File: config.mk
export PLATFORM = sky130hd
export DESIGN_NAME = mutex_req_ctrl_4_flat
export DESIGN_NICKNAME = d
export VERILOG_FILES = /design/src/rtl/mutex_req_ctrl_4_pkg.sv /design/src/rtl/mutex_req_ctrl_4_if.sv /design/src/rtl/mutex_req_ctrl_4_chan.sv /design/src/rtl/mutex_req_ctrl_4.sv /design/src/flat_wrapper.sv
export SDC_FILE = /design/constraint.sdc
export NUM_CORES = 1
export LEC_CHECK = 0
export CORE_ASPECT_RATIO = 1.75
export CORE_UTILIZATION = 25
export DETAILED_ROUTE_END_ITERATION = 8
export GPL_ROUTABILITY_DRIVEN = 0
export PLACE_DENSITY_LB_ADDON = 0.3
export SYNTH_ARGS = -nofsm -noshare
export SYNTH_HDL_FRONTEND = slang
export SYNTH_SLANG_ARGS = --single-unit
File: constraint.sdc
create_clock -name clk -period 2.4 [get_ports clk]
set_input_delay 0.48 -clock clk [delete_from_list [all_inputs] [get_ports clk]]
set_output_delay 0.48 -clock clk [all_outputs]
set_load 0.02 [all_outputs]
File: src/rtl/mutex_req_ctrl_4_pkg.sv
// Shared definitions for the 4-way mutex requester controller.
// Channel state encoding, channel count and a grant popcount helper.
package mutex_req_ctrl_4_pkg;

    localparam int NCH = 4;

    localparam logic [1:0] ST_IDLE = 2'd0;
    localparam logic [1:0] ST_REQ  = 2'd1;
    localparam logic [1:0] ST_OWN  = 2'd2;
    localparam logic [1:0] ST_REL  = 2'd3;

    typedef enum logic [1:0] {
        IDLE = ST_IDLE,
        REQ  = ST_REQ,
        OWN  = ST_OWN,
        REL  = ST_REL
    } chan_state_t;

    function automatic logic [2:0] popcount4(input logic [NCH-1:0] v);
        logic [2:0] n;
        n = '0;
        for (int k = 0; k < NCH; k++) begin
            n = n + {2'b00, v[k]};
        end
        return n;
    endfunction

endpackage

File: src/rtl/mutex_req_ctrl_4_if.sv
// Client/arbiter-facing bundle of the mutex requester controller.
// master drives starts, lengths and grants; slave is the controller.
interface mutex_req_ctrl_4_if #(
    parameter int LEN_W = 8
);
    import mutex_req_ctrl_4_pkg::*;

    logic [NCH-1:0]       start;
    logic [NCH*LEN_W-1:0] len;
    logic [NCH-1:0]       req;
    logic [NCH-1:0]       gnt;
    logic [NCH-1:0]       own;
    logic [NCH-1:0]       busy;
    logic [NCH-1:0]       done;
    logic [NCH-1:0]       timeout;
    logic                 err_multi;
    logic                 err_spurious;

    modport master (
        output start, len, gnt,
        input  req, own, busy, done, timeout,
        input  err_multi, err_spurious
    );

    modport slave (
        input  start, len, gnt,
        output req, own, busy, done, timeout,
        output err_multi, err_spurious
    );

endinterface

File: src/rtl/mutex_req_ctrl_4_chan.sv
// One requester channel: grant synchronizer, FSM, hold and wait counters.
// All outputs are registered alongside the state.
module mutex_req_chan
    import mutex_req_ctrl_4_pkg::*;
#(
    parameter int LEN_W       = 8,
    parameter int SYNC_STAGES = 2,
    parameter int TIMEOUT     = 255
) (
    input  logic             clk,
    input  logic             rst_n,
    input  logic             start,
    input  logic [LEN_W-1:0] len,
    input  logic             gnt,
    output logic             req,
    output logic             own,
    output logic             busy,
    output logic             done,
    output logic             timeout,
    output logic             gnt_s
);

    localparam int WW = (TIMEOUT > 0) ? $clog2(TIMEOUT + 1) : 1;
    localparam logic [WW-1:0]    W_ONE = 1;
    localparam logic [WW-1:0]    W_MAX = '1;
    localparam logic [WW-1:0]    W_LIM = TIMEOUT[WW-1:0];
    localparam logic [LEN_W-1:0] L_ONE = 1;

    chan_state_t            state;
    logic [LEN_W-1:0]       cnt;
    logic [WW-1:0]          wcnt;
    logic [SYNC_STAGES-1:0] sync;
    logic                   via_to;

    assign gnt_s = sync[SYNC_STAGES-1];

    always_ff @(posedge clk) begin
        if (!rst_n) begin
            state   <= IDLE;
            cnt     <= '0;
            wcnt    <= '0;
            sync    <= '0;
            via_to  <= 1'b0;
            req     <= 1'b0;
            own     <= 1'b0;
            busy    <= 1'b0;
            done    <= 1'b0;
            timeout <= 1'b0;
        end else begin
            sync[0] <= gnt;
            for (int k = 1; k < SYNC_STAGES; k++) begin
                sync[k] <= sync[k-1];
            end
            done    <= 1'b0;
            timeout <= 1'b0;
            unique case (state)
                // the done cycle still counts as leaving, so a start there is dropped
                IDLE: begin
                    if (start && !done) begin
                        state  <= REQ;
                        req    <= 1'b1;
                        busy   <= 1'b1;
                        via_to <= 1'b0;
                        wcnt   <= '0;
                        cnt    <= (len == '0) ? L_ONE : len;
                    end
                end
                REQ: begin
                    if (wcnt != W_MAX) begin
                        wcnt <= wcnt + W_ONE;
                    end
                    if (gnt_s) begin
                        state <= OWN;
                        own   <= 1'b1;
                    end else if (TIMEOUT != 0 && wcnt + W_ONE == W_LIM) begin
                        state   <= REL;
                        req     <= 1'b0;
                        timeout <= 1'b1;
                        via_to  <= 1'b1;
                    end
                end
                OWN: begin
                    if (cnt == L_ONE) begin
                        state <= REL;
                        req   <= 1'b0;
                        own   <= 1'b0;
                    end else begin
                        cnt <= cnt - L_ONE;
                    end
                end
                REL: begin
                    if (!gnt_s) begin
                        state <= IDLE;
                        busy  <= 1'b0;
                        done  <= !via_to;
                    end
                end
                default: state <= IDLE;
            endcase
        end
    end

endmodule

File: src/rtl/mutex_req_ctrl_4.sv
// Four requester channels plus grant-bus exclusivity checkers.
// err_spurious needs two consecutive idle-grant cycles on one channel.
module mutex_req_ctrl_4
    import mutex_req_ctrl_4_pkg::*;
#(
    parameter int LEN_W       = 8,
    parameter int SYNC_STAGES = 2,
    parameter int TIMEOUT     = 255
) (
    input logic              clk,
    input logic              rst_n,
    mutex_req_ctrl_4_if.slave bus
);

    logic [NCH-1:0] req;
    logic [NCH-1:0] own;
    logic [NCH-1:0] busy;
    logic [NCH-1:0] done;
    logic [NCH-1:0] timeout;
    logic [NCH-1:0] gnt_s;
    logic [NCH-1:0] sp_hit;
    logic [NCH-1:0] sp_run;
    logic           err_multi;
    logic           err_spurious;

    for (genvar i = 0; i < NCH; i++) begin : g_ch
        mutex_req_chan #(
            .LEN_W       (LEN_W),
            .SYNC_STAGES (SYNC_STAGES),
            .TIMEOUT     (TIMEOUT)
        ) u_chan (
            .clk     (clk),
            .rst_n   (rst_n),
            .start   (bus.start[i]),
            .len     (bus.len[i*LEN_W +: LEN_W]),
            .gnt     (bus.gnt[i]),
            .req     (req[i]),
            .own     (own[i]),
            .busy    (busy[i]),
            .done    (done[i]),
            .timeout (timeout[i]),
            .gnt_s   (gnt_s[i])
        );
    end

    assign sp_hit = gnt_s & ~busy;

    always_ff @(posedge clk) begin
        if (!rst_n) begin
            err_multi    <= 1'b0;
            err_spurious <= 1'b0;
            sp_run       <= '0;
        end else begin
            sp_run <= sp_hit;
            if (popcount4(gnt_s) > 3'd1) begin
                err_multi <= 1'b1;
            end
            if (|(sp_hit & sp_run)) begin
                err_spurious <= 1'b1;
            end
        end
    end

    assign bus.req          = req;
    assign bus.own          = own;
    assign bus.busy         = busy;
    assign bus.done         = done;
    assign bus.timeout      = timeout;
    assign bus.err_multi    = err_multi;
    assign bus.err_spurious = err_spurious;

endmodule

File: src/flat_wrapper.sv
// flat-port wrapper written by rule: the top's interface ports become plain ports
module mutex_req_ctrl_4_flat import mutex_req_ctrl_4_pkg::*;
#(
    parameter int LEN_W       = 8,
    parameter int SYNC_STAGES = 2,
    parameter int TIMEOUT     = 255
)
  (clk, rst_n, bus_start, bus_len, bus_gnt, bus_req, bus_own, bus_busy, bus_done, bus_timeout, bus_err_multi, bus_err_spurious);
  mutex_req_ctrl_4_if #(.LEN_W(LEN_W)) bus_i ();
  input logic clk;
  input logic rst_n;
  input wire logic [$bits(bus_i.start)-1:0] bus_start;
  input wire logic [$bits(bus_i.len)-1:0] bus_len;
  input wire logic [$bits(bus_i.gnt)-1:0] bus_gnt;
  output wire logic [$bits(bus_i.req)-1:0] bus_req;
  output wire logic [$bits(bus_i.own)-1:0] bus_own;
  output wire logic [$bits(bus_i.busy)-1:0] bus_busy;
  output wire logic [$bits(bus_i.done)-1:0] bus_done;
  output wire logic [$bits(bus_i.timeout)-1:0] bus_timeout;
  output wire logic [$bits(bus_i.err_multi)-1:0] bus_err_multi;
  output wire logic [$bits(bus_i.err_spurious)-1:0] bus_err_spurious;
  assign bus_i.start = bus_start;
  assign bus_i.len = bus_len;
  assign bus_i.gnt = bus_gnt;
  assign bus_req = bus_i.req;
  assign bus_own = bus_i.own;
  assign bus_busy = bus_i.busy;
  assign bus_done = bus_i.done;
  assign bus_timeout = bus_i.timeout;
  assign bus_err_multi = bus_i.err_multi;
  assign bus_err_spurious = bus_i.err_spurious;
  mutex_req_ctrl_4 #(.LEN_W(LEN_W), .SYNC_STAGES(SYNC_STAGES), .TIMEOUT(TIMEOUT)) u_core (.clk(clk), .rst_n(rst_n), .bus(bus_i));
endmodule
Word level (Yosys, flattened, before mapping)
Index checks and enable logic that the tools add are counted.
{"block": "totals", "wordCells": 312, "inputBits": 42, "out_inout_bits": 22, "regBits": 110}
{"block": "op_classes", "reduce_logical": 77, "magnitude_cmp": 1, "addsub": 11, "bitwise_logic": 12, "eq_ne": 60, "n_mux": 108}
{"operator": "8-bit two-way mux", "n": 20}
{"operator": "8-bit one-hot mux with 2 select lines", "n": 8}
{"operator": "2-bit != test (second input constant)", "n": 32}
{"operator": "3-bit AND reduction", "n": 16}
{"operator": "1-bit two-way mux", "n": 40}
{"operator": "2-bit two-way mux", "n": 20}
{"operator": "8-bit by 1-bit adder with 8-bit output (second input constant)", "n": 4}
{"operator": "8-bit by 1-bit == test with 1-bit output (second input constant)", "n": 4}
{"operator": "8-bit == test (second input constant)", "n": 4}
{"operator": "8-bit logical NOT", "n": 4}
{"operator": "8-bit != test (second input constant)", "n": 4}
{"operator": "2-bit one-hot mux with 4 select lines", "n": 4}
{"operator": "4-bit AND reduction", "n": 8}
{"operator": "2-bit nonzero test", "n": 16}
{"operator": "8-bit by 1-bit subtractor with 8-bit output (second input constant)", "n": 4}
{"operator": "1-bit one-hot mux with 2 select lines", "n": 12}
{"operator": "3-bit OR reduction", "n": 8}
{"operator": "5-bit AND reduction", "n": 4}
{"operator": "2-bit == test (second input constant)", "n": 8}
{"operator": "3-bit != test (second input constant)", "n": 4}
{"operator": "1-bit one-hot mux with 3 select lines", "n": 4}
{"operator": "3-bit nonzero test", "n": 4}
{"operator": "1-bit NOT", "n": 9}
{"operator": "4-bit bitwise AND", "n": 2}
{"operator": "other kinds (9)", "n": 26}

Longest topological paths before layout
{"block": "depth", "ltp_word": 5, "mapped_depth": 9}

By module
From an unflattened synthesis, not the netlist that was laid out.
{"block": "unflattened", "hier_cells": 851, "hier_area_um2": 7005.5}
{"module": "mutex_req_chan", "area_per_inst_um2": 1692.9, "instances": 4, "seq_area_each_um2": 520.5, "cells_each": 208}
{"module": "mutex_req_ctrl_4", "area_per_inst_um2": 234.0, "instances": 1, "seq_area_each_um2": 120.1, "cells_each": 19}

Worst setup path before layout
OpenSTA, ideal clock, no wires.
{"block": "synth_timing", "path_type": "flip-flop to flip-flop", "start": "reg u_core.g_ch[0].u_chan.state[0]", "end": "reg u_core.g_ch[0].u_chan.wcnt[6]", "required_ns": 2.330, "arrival_time_ns": 1.822, "stages_incl_launch_ff": 8, "setup_slack_ns": 0.508, "period_less_slack_ns": 1.892, "setup_time_ns": 0.070, "cell_sequence": "dfxtp_1 > inv_1 > ha_1 > clkbuf_2 > o21ai_1 > o211ai_1 > or4_1 > a21oi_1"}
{"block": "synth_via", "elab_chain_len": 3}
{"element": "start: declaration", "line_no": "mutex_req_ctrl_4_chan.sv:29", "text": "chan_state_t state;"}
{"element": "start signal: assignment", "line_no": "mutex_req_ctrl_4_chan.sv:39", "text": "state <= IDLE;"}
{"element": "start signal: assignment", "line_no": "mutex_req_ctrl_4_chan.sv:60", "text": "state <= REQ;"}
{"element": "start signal: assignment", "line_no": "mutex_req_ctrl_4_chan.sv:73", "text": "state <= OWN;"}
{"element": "2-bit by 1-bit == test with 1-bit output / 2-bit logical NOT (equally long branches)", "line_no": "mutex_req_ctrl_4_chan.sv:56", "text": "unique case (state)"}
{"element": "2-bit != test (no source line) / 2-bit nonzero test (equally long branches)"}
{"element": "3-bit AND reduction (no source line)"}
{"element": "end signal: assignment", "line_no": "mutex_req_ctrl_4_chan.sv:70", "text": "wcnt <= wcnt + W_ONE;"}
{"element": "end: declaration", "line_no": "mutex_req_ctrl_4_chan.sv:31", "text": "logic [WW-1:0] wcnt;"}
Several ways; a longest one is shown, not always the timed one.
A chain may end at the register's enable or synchronous reset.

Worst setup path in the final report
{"block": "layout_timing", "start": "reg u_core.g_ch[3].u_chan.state[0]", "end": "reg u_core.g_ch[3].u_chan.cnt[1]"}
{"block": "layout_via", "elab_chain_len": 3}
{"element": "start: declaration", "line_no": "mutex_req_ctrl_4_chan.sv:29"}
{"element": "start signal: assignment", "line_no": "mutex_req_ctrl_4_chan.sv:39"}
{"element": "start signal: assignment", "line_no": "mutex_req_ctrl_4_chan.sv:60"}
{"element": "start signal: assignment", "line_no": "mutex_req_ctrl_4_chan.sv:73"}
{"element": "2-bit == test / 2-bit logical NOT (equally long branches)", "line_no": "mutex_req_ctrl_4_chan.sv:56"}
{"element": "2-bit != test (no source line) / 2-bit nonzero test (equally long branches)"}
{"element": "3-bit AND reduction (no source line)"}
{"element": "end signal: assignment", "line_no": "mutex_req_ctrl_4_chan.sv:65", "text": "cnt <= (len == '0) ? L_ONE : len;"}
{"element": "end signal: assignment", "line_no": "mutex_req_ctrl_4_chan.sv:88", "text": "cnt <= cnt - L_ONE;"}
{"element": "end: declaration", "line_no": "mutex_req_ctrl_4_chan.sv:30", "text": "logic [LEN_W-1:0] cnt;"}
Several ways; a longest one is shown, not always the timed one.

==> flow_summary.toml <==
[yosys]
synth_area_per_cell_um2 = 7.96
synth-seq-cells = 110
syn_area_um2 = 6520
synthFlopType = "dfxtp_1"
ys_seq_area_share_pct = 33.8
ys_types = 74
ys_async_sr_fraction_pct = 0
synth-edff-count = 0
netlist_instances = 819
synth_nets = 899
yosys_warnings = 0

[timing]
period_minus_slack_ps = 2100
fmax_mhz = 477
rsz0062_at_grt = "no"
post-route-period-util_pct = 87.3
hold_violations = 0
setup-tns-final_ps = 0
timing_worst_slew_pin_value_ps = 690
setup_violations = 0
slew_violations = 0
fin_skew_ps = 12.2
slew-limit-headroom_pct = 54.0
holdWs_ps = 418

[finish]
multi_input_area_um2 = 3860
nFillCells = 2727
ff_latch_area_um2 = 2200
drive_gt1_share_pct = 6.93
syn_to_final_growth_pct = 18.7
n_antenna_cell = 0
nets = 941

[global_route]
antenna_found_initial = 0
grt.total_usage_pct = 14.2
grt_pass1_wl_mm = 30.0
grt_max_degree = 62
grt_overflow = 0
grt_pass1_vias = 6221

[routing]
routed_wl_mm = 18.3
drt_first_pass_iters = 7
ant_nets = 0
dr.first_iter.drc_count = 344
drc_errors = 0
routedWlPerCell_um = 15.5
post_drt_via_cell_ratio = 5.17
dr_total_vias = 6112

[critical_path]
rrSetupSlack_ps = 300
path_buf_inv = 1
cpPeakStageDelay_ps = 410
crit_arrival_ps = 2370
slowest_stage = "dfxtp_1"
path_cells = "inv_1 > ha_1 > and3b_1 > a21oi_1 > nand2b_1 > nor2_1 > a211oi_1"
worstSetupPathType = "flip-flop to flip-flop"
start_kind = "flip-flop"
worstPathRequired_ps = 2670
crit_fanout = 8
end_kind = "flip-flop"
crit_family = "simple AND/OR/NAND/NOR gates"

[clock_network]
clock_path_buffers = 2
cts_buffers = 9
htree_levels = 3
clockRootBuffer = "clkbuf_16"
cts_tree = "yes"
worstSkewPairLatency_ps = 360
postCtsSetupRepairBufs = 0
clock_sinks = 110
clkTransAtPathRegs_ps = 80
post_cts_resized = 0
holdBufCountCts = 0

[die]
initial_utilization_pct = 25.6
die_area_um2 = 26800
fp.dieW_um = 124
die_h_um = 216
ios = 64
core_region_area_um2 = 25400
rows = 77

[min_path]
hold_class = "flip-flop to flip-flop"

[pwr]
p_seq_share_pct = 32.3
leakage_uw = 0.00281
clock_power_share_pct = 20.2
p_per_area_nw_per_um2 = 1010
p_int_uw = 4490
ir_drop_mv = 0.472
power_switching_uw = 3330
p_comb_share_pct = 47.4
netSwitchingFraction_pct = 42.5

[run_status]
outcome = "finished clean"

[placed_design]
hpwl_mm = 13.7
io_buffer_count = 63

[run]
maxCapViolCount = 0
## power by group through the flow
stage / logic [uW] / clock network (uW) / registers, uW
after detailed placement: 3700 / 0 / 2560
after CTS: 3720 / 1660 / 2520
after global routing: 4150 / 1730 / 2580
after floorplan: 2680 / 0 / 2440
after global placement: 3700 / 0 / 2560
final: 3710 / 1580 / 2530
## path summary, 6_finish.rpt
check                                                    from                                   endpoint  cells past startpoint
hold reg to reg     u_core.g_ch[3].u_chan.via_to$_SDFFE_PN0P_      u_core.g_ch[3].u_chan.done$_SDFF_PP0_                      1
hold / removal      u_core.g_ch[3].u_chan.via_to$_SDFFE_PN0P_      u_core.g_ch[3].u_chan.done$_SDFF_PP0_                      1
setup / recovery  u_core.g_ch[3].u_chan.state[0]$_SDFFE_PN0P_  u_core.g_ch[3].u_chan.cnt[1]$_SDFFE_PN0P_                      7
setup reg to reg  u_core.g_ch[3].u_chan.state[0]$_SDFFE_PN0P_  u_core.g_ch[3].u_chan.cnt[1]$_SDFFE_PN0P_                      7
## cells in the final DEF, fill, tap and decap left out, drive strengths merged, types with 9 or more instances in the layout
master	synthesis	routed
o21a	19	19
clkbuf	30	10
buf	28	27
inv	41	44
o21ai	48	48
ha	38	38
nor3	28	28
a31oi	13	13
a21oi	77	77
nand2b	11	11
nor2	61	61
or3	11	11
and2	15	15
a21boi	9	9
o31ai	10	10
nand3	32	32
nand2	75	75
clkdlybuf4s50	0	62
a211oi	10	10
dfxtp	110	110
nor4	14	14
a22oi	9	9
## stage by stage
stage / total power [uW] / cell area (um^2) / instances / util [%] / worst slack (ps)
3_5_place_dp: 6260 / 7440 / 1166 / 29.2 / 179
5_1_grt: 8460 / 7740 / 1182 / 30.4 / 76.5
4_1_cts: 7910 / 7740 / 1182 / 30.4 / 278
2_1_floorplan: 5120 / 6520 / 819 / - / 508
6_report: 7820 / 7740 / 1182 / 30.4 / 304
3_3_place_gp: 6270 / 7440 / 1166 / 29.2 / 209
## Yosys cell counts (7+ instances only)
library cell    n  area share (%)
a211oi_1       10             1.2
nand3_1        32             2.5
and2_1         13             1.2
nor4_1         12             1.2
nand2_1        75             4.3
mux2i_1         8             1.2
o21a_1         19             2.2
o211ai_1        8            0.92
a21boi_0        9             1.0
ha_1           38             7.3
buf_4          20             2.3
clkbuf_1       29             1.7
dfxtp_1       110              34
a21oi_1        77             5.9
a31oi_1        13             1.2
nor3_1         27             2.1
o21ai_0        44             3.4
and3_1          7            0.67
nor2_1         61             3.5
o31ai_1        10             1.2
a22oi_1         9             1.0
nand2b_1        9            0.86
or3_1          10            0.96
nand3b_1        8            0.92
nand4_1         7            0.67
a21o_1          7            0.81
inv_1          40             2.3
## flip-flops by register name (all words and copies together), names as in the netlist
| signal | flops |
|---|---|
| u_core.g_ch.u_chan.cnt | 32 |
| u_core.g_ch.u_chan.wcnt | 32 |
| u_core.g_ch.u_chan.state | 8 |
| u_core.g_ch.u_chan.sync | 8 |
| u_core.g_ch.u_chan.busy | 4 |
| u_core.g_ch.u_chan.done | 4 |
| u_core.g_ch.u_chan.own | 4 |
| u_core.g_ch.u_chan.req | 4 |
| u_core.g_ch.u_chan.timeout | 4 |
| u_core.g_ch.u_chan.via_to | 4 |
| u_core.sp_run | 4 |
| u_core.bus.err_multi | 1 |
| u_core.bus.err_spurious | 1 |
## cells by family (layout without fill, tap and decap cells)
logic type               count (synthesis)  in the layout  share of synthesized area [%]
AND/OR/NAND/NOR                        306            306                           24.9
adder cells (fa/ha/maj)                 38             38                           7.29
flip-flops                             110            110                           33.8
XOR/XNOR                                 6              6                          0.806
multiplexers                            10             10                           1.57
AO/OA/AOI/OAI                          250            250                           24.7
buffers and inverters                   99            146                           6.95
## final cells by class
class	count	share of cell area [%]
multi-input cells	610	49.9
flip-flops and latches	110	28.4
repair buffers	89	10.6
well taps	316	5.11
clock buffers	10	2.96
inverters	41	1.99
clock inverters	6	0.986
## layer usage
metal / GRT usage [%] / part of all wire (%)
met1: 14.4 / 39
met3: 2.19 / 2.8
met2: 27.4 / 55
met5: 0 / 0
met4: 5.91 / 2.6
(Power assumes the default switching activity.)
